[src/rtl/rrf_flag_commit.sv]
`default_nettype none
// ============================================================================
//  Module   : rrf_flag_commit
//  Purpose  : Retire-side commit stage in front of the retired flag register
//             file. Registers one retire group per cycle (S1), picks the
//             youngest completed flag writer that precedes the first excepting
//             slot (S2, combinational), and drives the flag file's single
//             write port from an output register. A per-thread shadow of the
//             committed flags answers post-flush restore requests one cycle
//             after the request.
//  Ports    : clk, rst            - clock, synchronous active-high reset
//             ret_en/ret_thread   - retire group strobe and its thread
//             ret_vld/fwr/exc     - per-slot valid, flag-write, exception
//             ret_data            - per-slot flag results, slot i at
//                                   [i*DATA_WIDTH +: DATA_WIDTH]
//             wr_data/wen/thread  - flag-file write port
//             rst_req/rst_thread  - restore request and thread
//             rst_data/rst_valid  - restored flags, valid one cycle later
//             commit_cnt          - wrapping count of flag-file writes
//  Revision : 1.0 - initial release
// ============================================================================
module rrf_flag_commit #(
    parameter int DATA_WIDTH = 6,
    parameter int SLOTS      = 4,
    parameter int CNT_WIDTH  = 16
) (
    input  logic                        clk,
    input  logic                        rst,
    input  logic                        ret_en,
    input  logic                        ret_thread,
    input  logic [SLOTS-1:0]            ret_vld,
    input  logic [SLOTS-1:0]            ret_fwr,
    input  logic [SLOTS-1:0]            ret_exc,
    input  logic [SLOTS*DATA_WIDTH-1:0] ret_data,
    output logic [DATA_WIDTH-1:0]       wr_data,
    output logic                        wr_wen,
    output logic                        wr_thread,
    input  logic                        rst_req,
    input  logic                        rst_thread,
    output logic [DATA_WIDTH-1:0]       rst_data,
    output logic                        rst_valid,
    output logic [CNT_WIDTH-1:0]        commit_cnt
);

    localparam logic [CNT_WIDTH-1:0] c_cnt_one = {{(CNT_WIDTH-1){1'b0}}, 1'b1};

    // ------------------------------------------------------------------------
    // S1: registered retire group
    // ------------------------------------------------------------------------
    logic                        r_s1_valid;
    logic                        r_s1_thread;
    logic [SLOTS-1:0]            r_s1_vld;
    logic [SLOTS-1:0]            r_s1_fwr;
    logic [SLOTS-1:0]            r_s1_exc;
    logic [SLOTS*DATA_WIDTH-1:0] r_s1_data;

    always_ff @(posedge clk) begin
        if (rst) begin
            r_s1_valid  <= 1'b0;
            r_s1_thread <= 1'b0;
            r_s1_vld    <= '0;
            r_s1_fwr    <= '0;
            r_s1_exc    <= '0;
            r_s1_data   <= '0;
        end else if (ret_en) begin
            r_s1_valid  <= 1'b1;
            r_s1_thread <= ret_thread;
            r_s1_vld    <= ret_vld;
            r_s1_fwr    <= ret_fwr;
            r_s1_exc    <= ret_exc;
            r_s1_data   <= ret_data;
        end else begin
            // Payload is held; only the valid bit drops.
            r_s1_valid  <= 1'b0;
        end
    end

    // ------------------------------------------------------------------------
    // S2: candidate selection
    // A slot survives only if no slot at or before it raised an exception.
    // ------------------------------------------------------------------------
    logic [SLOTS-1:0]      w_cand;
    logic [DATA_WIDTH-1:0] w_sel_data;
    logic                  w_hit;

    generate
        for (genvar gi = 0; gi < SLOTS; gi++) begin : g_slot
            logic w_alive;
            assign w_alive    = r_s1_vld[gi] & ~(|r_s1_exc[gi:0]);
            assign w_cand[gi] = w_alive & r_s1_fwr[gi];
        end
    endgenerate

    // Ascending scan: the youngest (highest-index) candidate wins.
    always_comb begin
        w_sel_data = '0;
        for (int i = 0; i < SLOTS; i++) begin
            if (w_cand[i]) begin
                w_sel_data = r_s1_data[i*DATA_WIDTH +: DATA_WIDTH];
            end
        end
    end

    assign w_hit = r_s1_valid & (|w_cand);

    // ------------------------------------------------------------------------
    // Write port, shadow, statistic counter, restore
    // ------------------------------------------------------------------------
    logic [DATA_WIDTH-1:0] r_wr_data;
    logic                  r_wr_wen;
    logic                  r_wr_thread;
    logic [DATA_WIDTH-1:0] r_shadow [0:1];
    logic [CNT_WIDTH-1:0]  r_cnt;
    logic [DATA_WIDTH-1:0] r_rst_data;
    logic                  r_rst_valid;

    always_ff @(posedge clk) begin
        if (rst) begin
            r_wr_data   <= '0;
            r_wr_wen    <= 1'b0;
            r_wr_thread <= 1'b0;
            r_shadow[0] <= '0;
            r_shadow[1] <= '0;
            r_cnt       <= '0;
        end else begin
            r_wr_wen    <= w_hit;
            r_wr_thread <= r_s1_thread;
            if (w_hit) begin
                r_wr_data             <= w_sel_data;
                r_shadow[r_s1_thread] <= w_sel_data;
                r_cnt                 <= r_cnt + c_cnt_one;
            end
        end
    end

    always_ff @(posedge clk) begin
        if (rst) begin
            r_rst_data  <= '0;
            r_rst_valid <= 1'b0;
        end else begin
            r_rst_valid <= rst_req;
            if (rst_req) begin
                // Bypass a shadow write to the same thread landing this edge.
                if (w_hit && (r_s1_thread == rst_thread)) begin
                    r_rst_data <= w_sel_data;
                end else begin
                    r_rst_data <= r_shadow[rst_thread];
                end
            end
        end
    end

    assign wr_data    = r_wr_data;
    assign wr_wen     = r_wr_wen;
    assign wr_thread  = r_wr_thread;
    assign rst_data   = r_rst_data;
    assign rst_valid  = r_rst_valid;
    assign commit_cnt = r_cnt;

endmodule
`default_nettype wire

[config.mk]
export PLATFORM = sky130hd
export DESIGN_NAME = rrf_flag_commit
export DESIGN_NICKNAME = d
export VERILOG_FILES = /design/src/rtl/rrf_flag_commit.sv
export SDC_FILE = /design/constraint.sdc
export NUM_CORES = 1
export LEC_CHECK = 0
export BUFFER_PORTS_ARGS = -buffer_cell sky130_fd_sc_hd__buf_2
export CORE_ASPECT_RATIO = 1.2
export CORE_UTILIZATION = 40
export CTS_BUF_LIST = sky130_fd_sc_hd__clkbuf_2 sky130_fd_sc_hd__clkbuf_4 sky130_fd_sc_hd__clkbuf_8
export CTS_CLUSTER_DIAMETER = 60
export DETAILED_ROUTE_END_ITERATION = 7
export PLACE_DENSITY = 0.72
export SETUP_SLACK_MARGIN = 0.2
export SYNTH_ARGS = -nofsm -noshare
export SYNTH_HDL_FRONTEND = slang
export SYNTH_SLANG_ARGS = --single-unit
[constraint.sdc]
create_clock -name clk -period 2.3 [get_ports clk]
set_input_delay 0 -clock clk [delete_from_list [all_inputs] [get_ports clk]]
set_output_delay 0 -clock clk [all_outputs]
set_load 0.02 [all_outputs]
# After elaboration in Yosys (flattened, before gate mapping)
# Memories as Yosys holds them, arrays and structs flattened. A register that Yosys moved wholly into a read port is not among the register bits.
# Index checks and enable logic that the tools add are counted.
dict set report word_totals {
  reg_bits 63
  ramBits 12
  output_inout_bits 31
  mem_count 1
}
dict set report classes {
  addsub 1
  n_mux 13
  bitwise_logic 13
  reduce_logical 5
}
# name depth width rd rd_clocked_by_memory_dff wr line_no
set memory_table {}
lappend memory_table {r_shadow 2 6 1 1 2 112} ;# logic [DATA_WIDTH-1:0] r_shadow [0:1];
# operator n
set op_table {}
lappend op_table {{6-bit two-way mux} 5}
lappend op_table {{16-bit by 1-bit adder with 16-bit output, second input constant} 1}
lappend op_table {{1-bit AND} 9}
lappend op_table {{1-bit two-way mux} 8}
lappend op_table {{4-bit OR reduction} 2}
lappend op_table {{6-bit OR reduction} 1}
lappend op_table {{1-bit inverter} 4}
lappend op_table {{3-bit OR reduction} 1}
lappend op_table {{2-bit OR reduction} 1}

# Depth between registers and ports, before layout
dict set report depth {
  word_depth 11
  mapped_depth 6
  mapped_depth_nobuf 4
}

# Least setup slack after synthesis
# OpenSTA, ideal clock, no wires.
dict set report synth_timing {
  path_type {reg2reg}
  from {register r_cnt[2], in the netlist commit_cnt[2]}
  to {register r_cnt[11], in the netlist commit_cnt[11]}
  arrival_ns 1.750
  required_ns 2.179
  slack_ns 0.429
  path_stages_with_launch 6
  path_buffers 1
  period_less_slack_ns 1.871
  path_cell_list {dfxtp_1 and4_1 clkbuf_1 nand3_1 a2111oi_0 mux2_2}
}
dict set report synth_between {
  elab_chain_len 1
}
# element line_no
set synth_rtl {}
lappend synth_rtl {{start, declared} 113} ;# logic [CNT_WIDTH-1:0] r_cnt;
lappend synth_rtl {{start signal, assigned} 131} ;# r_cnt <= r_cnt + c_cnt_one;
lappend synth_rtl {{16-bit by 1-bit adder with 16-bit output} 131}
# Every way passes these cells.
# A chain may end at the register's enable or synchronous reset.

# Final worst setup path
dict set report layout_timing {
  from {register r_s1_exc[0]}
  to {register r_cnt[12], in the netlist commit_cnt[12]}
}
dict set report layout_between {
  elab_chain_len 6
  word_cells_on_any_way 17
}
# element line_no
set layout_rtl {}
lappend layout_rtl {{start, declared} 54} ;# logic [SLOTS-1:0] r_s1_exc;
lappend layout_rtl {{start signal, assigned} 70} ;# r_s1_exc <= ret_exc;
lappend layout_rtl {{4-bit OR reduction (tied with other cells)} 89} ;# assign w_alive = r_s1_vld[gi] & ~(|r_s1_exc[gi:0]);
lappend layout_rtl {{1-bit inverter} 89}
lappend layout_rtl {{1-bit AND} 89}
lappend layout_rtl {{1-bit AND} 90} ;# assign w_cand[gi] = w_alive & r_s1_fwr[gi];
lappend layout_rtl {{4-bit OR reduction (*)} 104} ;# assign w_hit = r_s1_valid & (|w_cand);
lappend layout_rtl {{1-bit AND (*)} 104}
# Every way passes the cells marked *; elsewhere a longest branch is shown, timed or not.

==> results.toml <==
[routing]
viasPerCell = 5.46
dr_total_vias = 3355
wire_per_inst_um = 15.9
first_pass_iters = 4
wl_um = 9810
drtIter0Drc = 261
drtAntennaViolNets = 0
drcViolationCount = 0

[clock_network]
cts.sinks = 81
cts_made_buffers = 9
htreeDepth = 3
clock_path_buffers = 2
insertion_delay_ns = 0.37
cts_root_buf = "clkbuf_8"
clk_pin_slew_ns = 0.09
cts_tree = "yes"

[run]
cap_violations = 0

[synth]
ys_seq_elements = 81
syn_area_um2 = 3780
synth_area_per_cell_um2 = 9.86
synth_top_cells_by_area = "dfxtp_1 37%, mux2i_1 12%, edfxtp_1 9.5%"
synth_top_cell_by_area = "dfxtp_1"
syn_inst = 383
synthFlopType = "dfxtp_1"
yosys_warnings = 0
syn-num-nets = 426
ys_seq_area_share_pct = 46.1
synth_common_cells = "69 x dfxtp_1, 68 x nor2_1, 47 x mux2i_1"
yosysMostFrequentCell = "dfxtp_1"
synthArstFlopShare_pct = 0
yosysTopAreaCellShare_pct = 36.6
synth_edf_count = 12
ys_types = 50

[grt]
gr-total-overflow = 0
grt_usage_pct = 21.0
grt_max_degree = 36
grt_pass1_wl_um = 16200
grt_pass1_vias = 3289
antenna_found_initial = 0

[floorplanning]
core_um2 = 9130
floorplan.initialDensity_pct = 41.4
die_y_um = 108
io_pins = 73
design.die.area_um2 = 9840
rows = 38
die_w_um = 90.7

[pwr]
p_clk_share_pct = 35.1
peakVddDrop_mv = 0.337
p_seq_share_pct = 52.6
power_frac_comb_pct = 12.3
leakage_uw = 0.00209
powerDensity_nw_per_um2 = 606
internal_power_uw = 2170
p_sw_share_pct = 26.5
switchingPower_uw = 780

[worst_setup_path]
start_kind = "flop"
crit_arrival_ns = 2.30
required_ns = 2.55
max_stage_delay_ns = 0.50
cp_max_fo = 16
crit_slowest_cell = "a2111oi_1"
criticalPathCategory = "flop to flop"
rr_worst_depth = 5
cp_cell_sequence = "nor4bb_1, buf_4, nor2_4, a2111oi_1, mux2_2"
end_kind = "flop"

[placement]
place_inst = 562
finalWeightedCongestion = 0.812
dp_hpwl_um = 6760
place_area_um2 = 4270
port_buffers = 72

[sta]
slew_headroom_pct = 59.2
finalSetupViolations = 0
hold_viol_final = 0
worst_pin_slew_ns = 0.611
fin_crit_ns = 2.05
fin_setup_tns_ns = 0
skew_ns = 0.0139
rsz0062_at_grt = "true"
drv_slew = 0
fin_crit_sh_pct = 89.1
fmax_mhz = 488

[cells_and_area]
area_growth_pct = 28.9
diodes = 0
n_fill_cell = 862
fin_nets = 533
stdcell_area_um2 = 4870
final_cells = 615
final_layout_size_suffix_gt1_share_pct = 24.6

[outcome]
status = "complete, no violations"

[hold_path]
hold_class = "input pin to flop"
holdPathStages = 3
## flip-flops by register name, summed over array words and instances, names as in the netlist
signal and flops:
r_s1_data 24, commit_cnt 16, r_shadow 12, rst_data 6, wr_data 6, r_s1_exc 4, r_s1_fwr 4, r_s1_vld 4
r_s1_thread 1, r_s1_valid 1, rst_valid 1, wr_thread 1, wr_wen 1
## cell families after synthesis
kind of cell / share of synthesized area [%]
simple gates: 20.1
flops: 46.1
compound gates: 12.9
buf+inv: 3.35
xor+xnor: 0.232
fa+ha+maj: 0.331
mux: 16.9
## metal layers
layer  GRT usage (%)  part of all wire (%)  vias to the layer above  wire (µm)
met2            35.8                    50                       92       4940
li1                -                     -                     1625          -
met3            4.22                   4.9                       25        483
met1            25.7                    42                     1613       4150
met5               0                     0                        -          0
met4            9.10                   2.4                        0        240
## power by group through the flow
| stage | clock [µW] | combinational [µW] | sequential, µW |
|---|---|---|---|
| after floorplan | 0 | 183 | 1590 |
| after global placement | 0 | 296 | 1580 |
| after detailed placement | 0 | 306 | 1580 |
| after CTS | 1050 | 355 | 1550 |
| after global routing | 1100 | 398 | 1560 |
| final | 1040 | 362 | 1550 |
## metrics by stage
step	total power (µW)	setup slack [ns]	hold WS [ns]	util (%)
2_1_floorplan	1770	0.429	0.147	-
3_3_place_gp	1880	0.275	0.232	46.8
3_5_place_dp	1890	0.201	0.243	46.8
4_1_cts	2950	0.223	0.0107	53.0
5_1_grt	3060	0.0822	0.0370	53.3
6_report	2950	0.251	0.0146	53.3
## final cells by class
type / instances / area [µm²] / area share [%]
clock inverter: 7 / 70.1 / 1.44
sequential: 81 / 1740 / 35.8
tap: 120 / 150 / 3.08
clock buffer: 9 / 124 / 2.54
multi-input combinational: 271 / 1940 / 39.9
inverter: 7 / 26.3 / 0.540
timing repair buffer: 120 / 813 / 16.7
## placed cells by master, fill, tap and decap left out, drive strengths merged, types with 6 or more instances in the layout
cell type	count
nand2	11
nor3	15
mux2	15
buf	83
o221ai	9
nor2	69
nand2b	7
dfxtp	69
nor2b	14
edfxtp	12
dlygate4sd3	37
a32oi	6
a21oi	6
clkbuf	9
mux2i	47
inv	8
## repair_timing
item	CTS	global route
resized for setup	2	8
cloned	0	0
setup buffers	0	0
hold buffers	37	0
endpoints found under the setup margin	2	30
hold endpoints to repair	37	0
## worst max-delay path: cells and delay by family, from the launching register on
kind	cells	cell delay (ns)
simple gates	2	0.42
flops	1	0.39
compound gates	1	0.50
mux	1	0.38
buf+inv	1	0.23
## worst paths after layout
| path | slack (ns) | startpoint | to |
|---|---|---|---|
| setup / recovery | 0.25 | r_s1_exc[0] | commit_cnt[12] |
| hold / removal | 0.01 | rst_req | rst_data[2] |
| setup reg to reg | 0.25 | r_s1_exc[0] | commit_cnt[12] |
| hold reg to reg | 0.48 | rst_data[0] | rst_data[0] |
(Power assumes the default switching activity.)
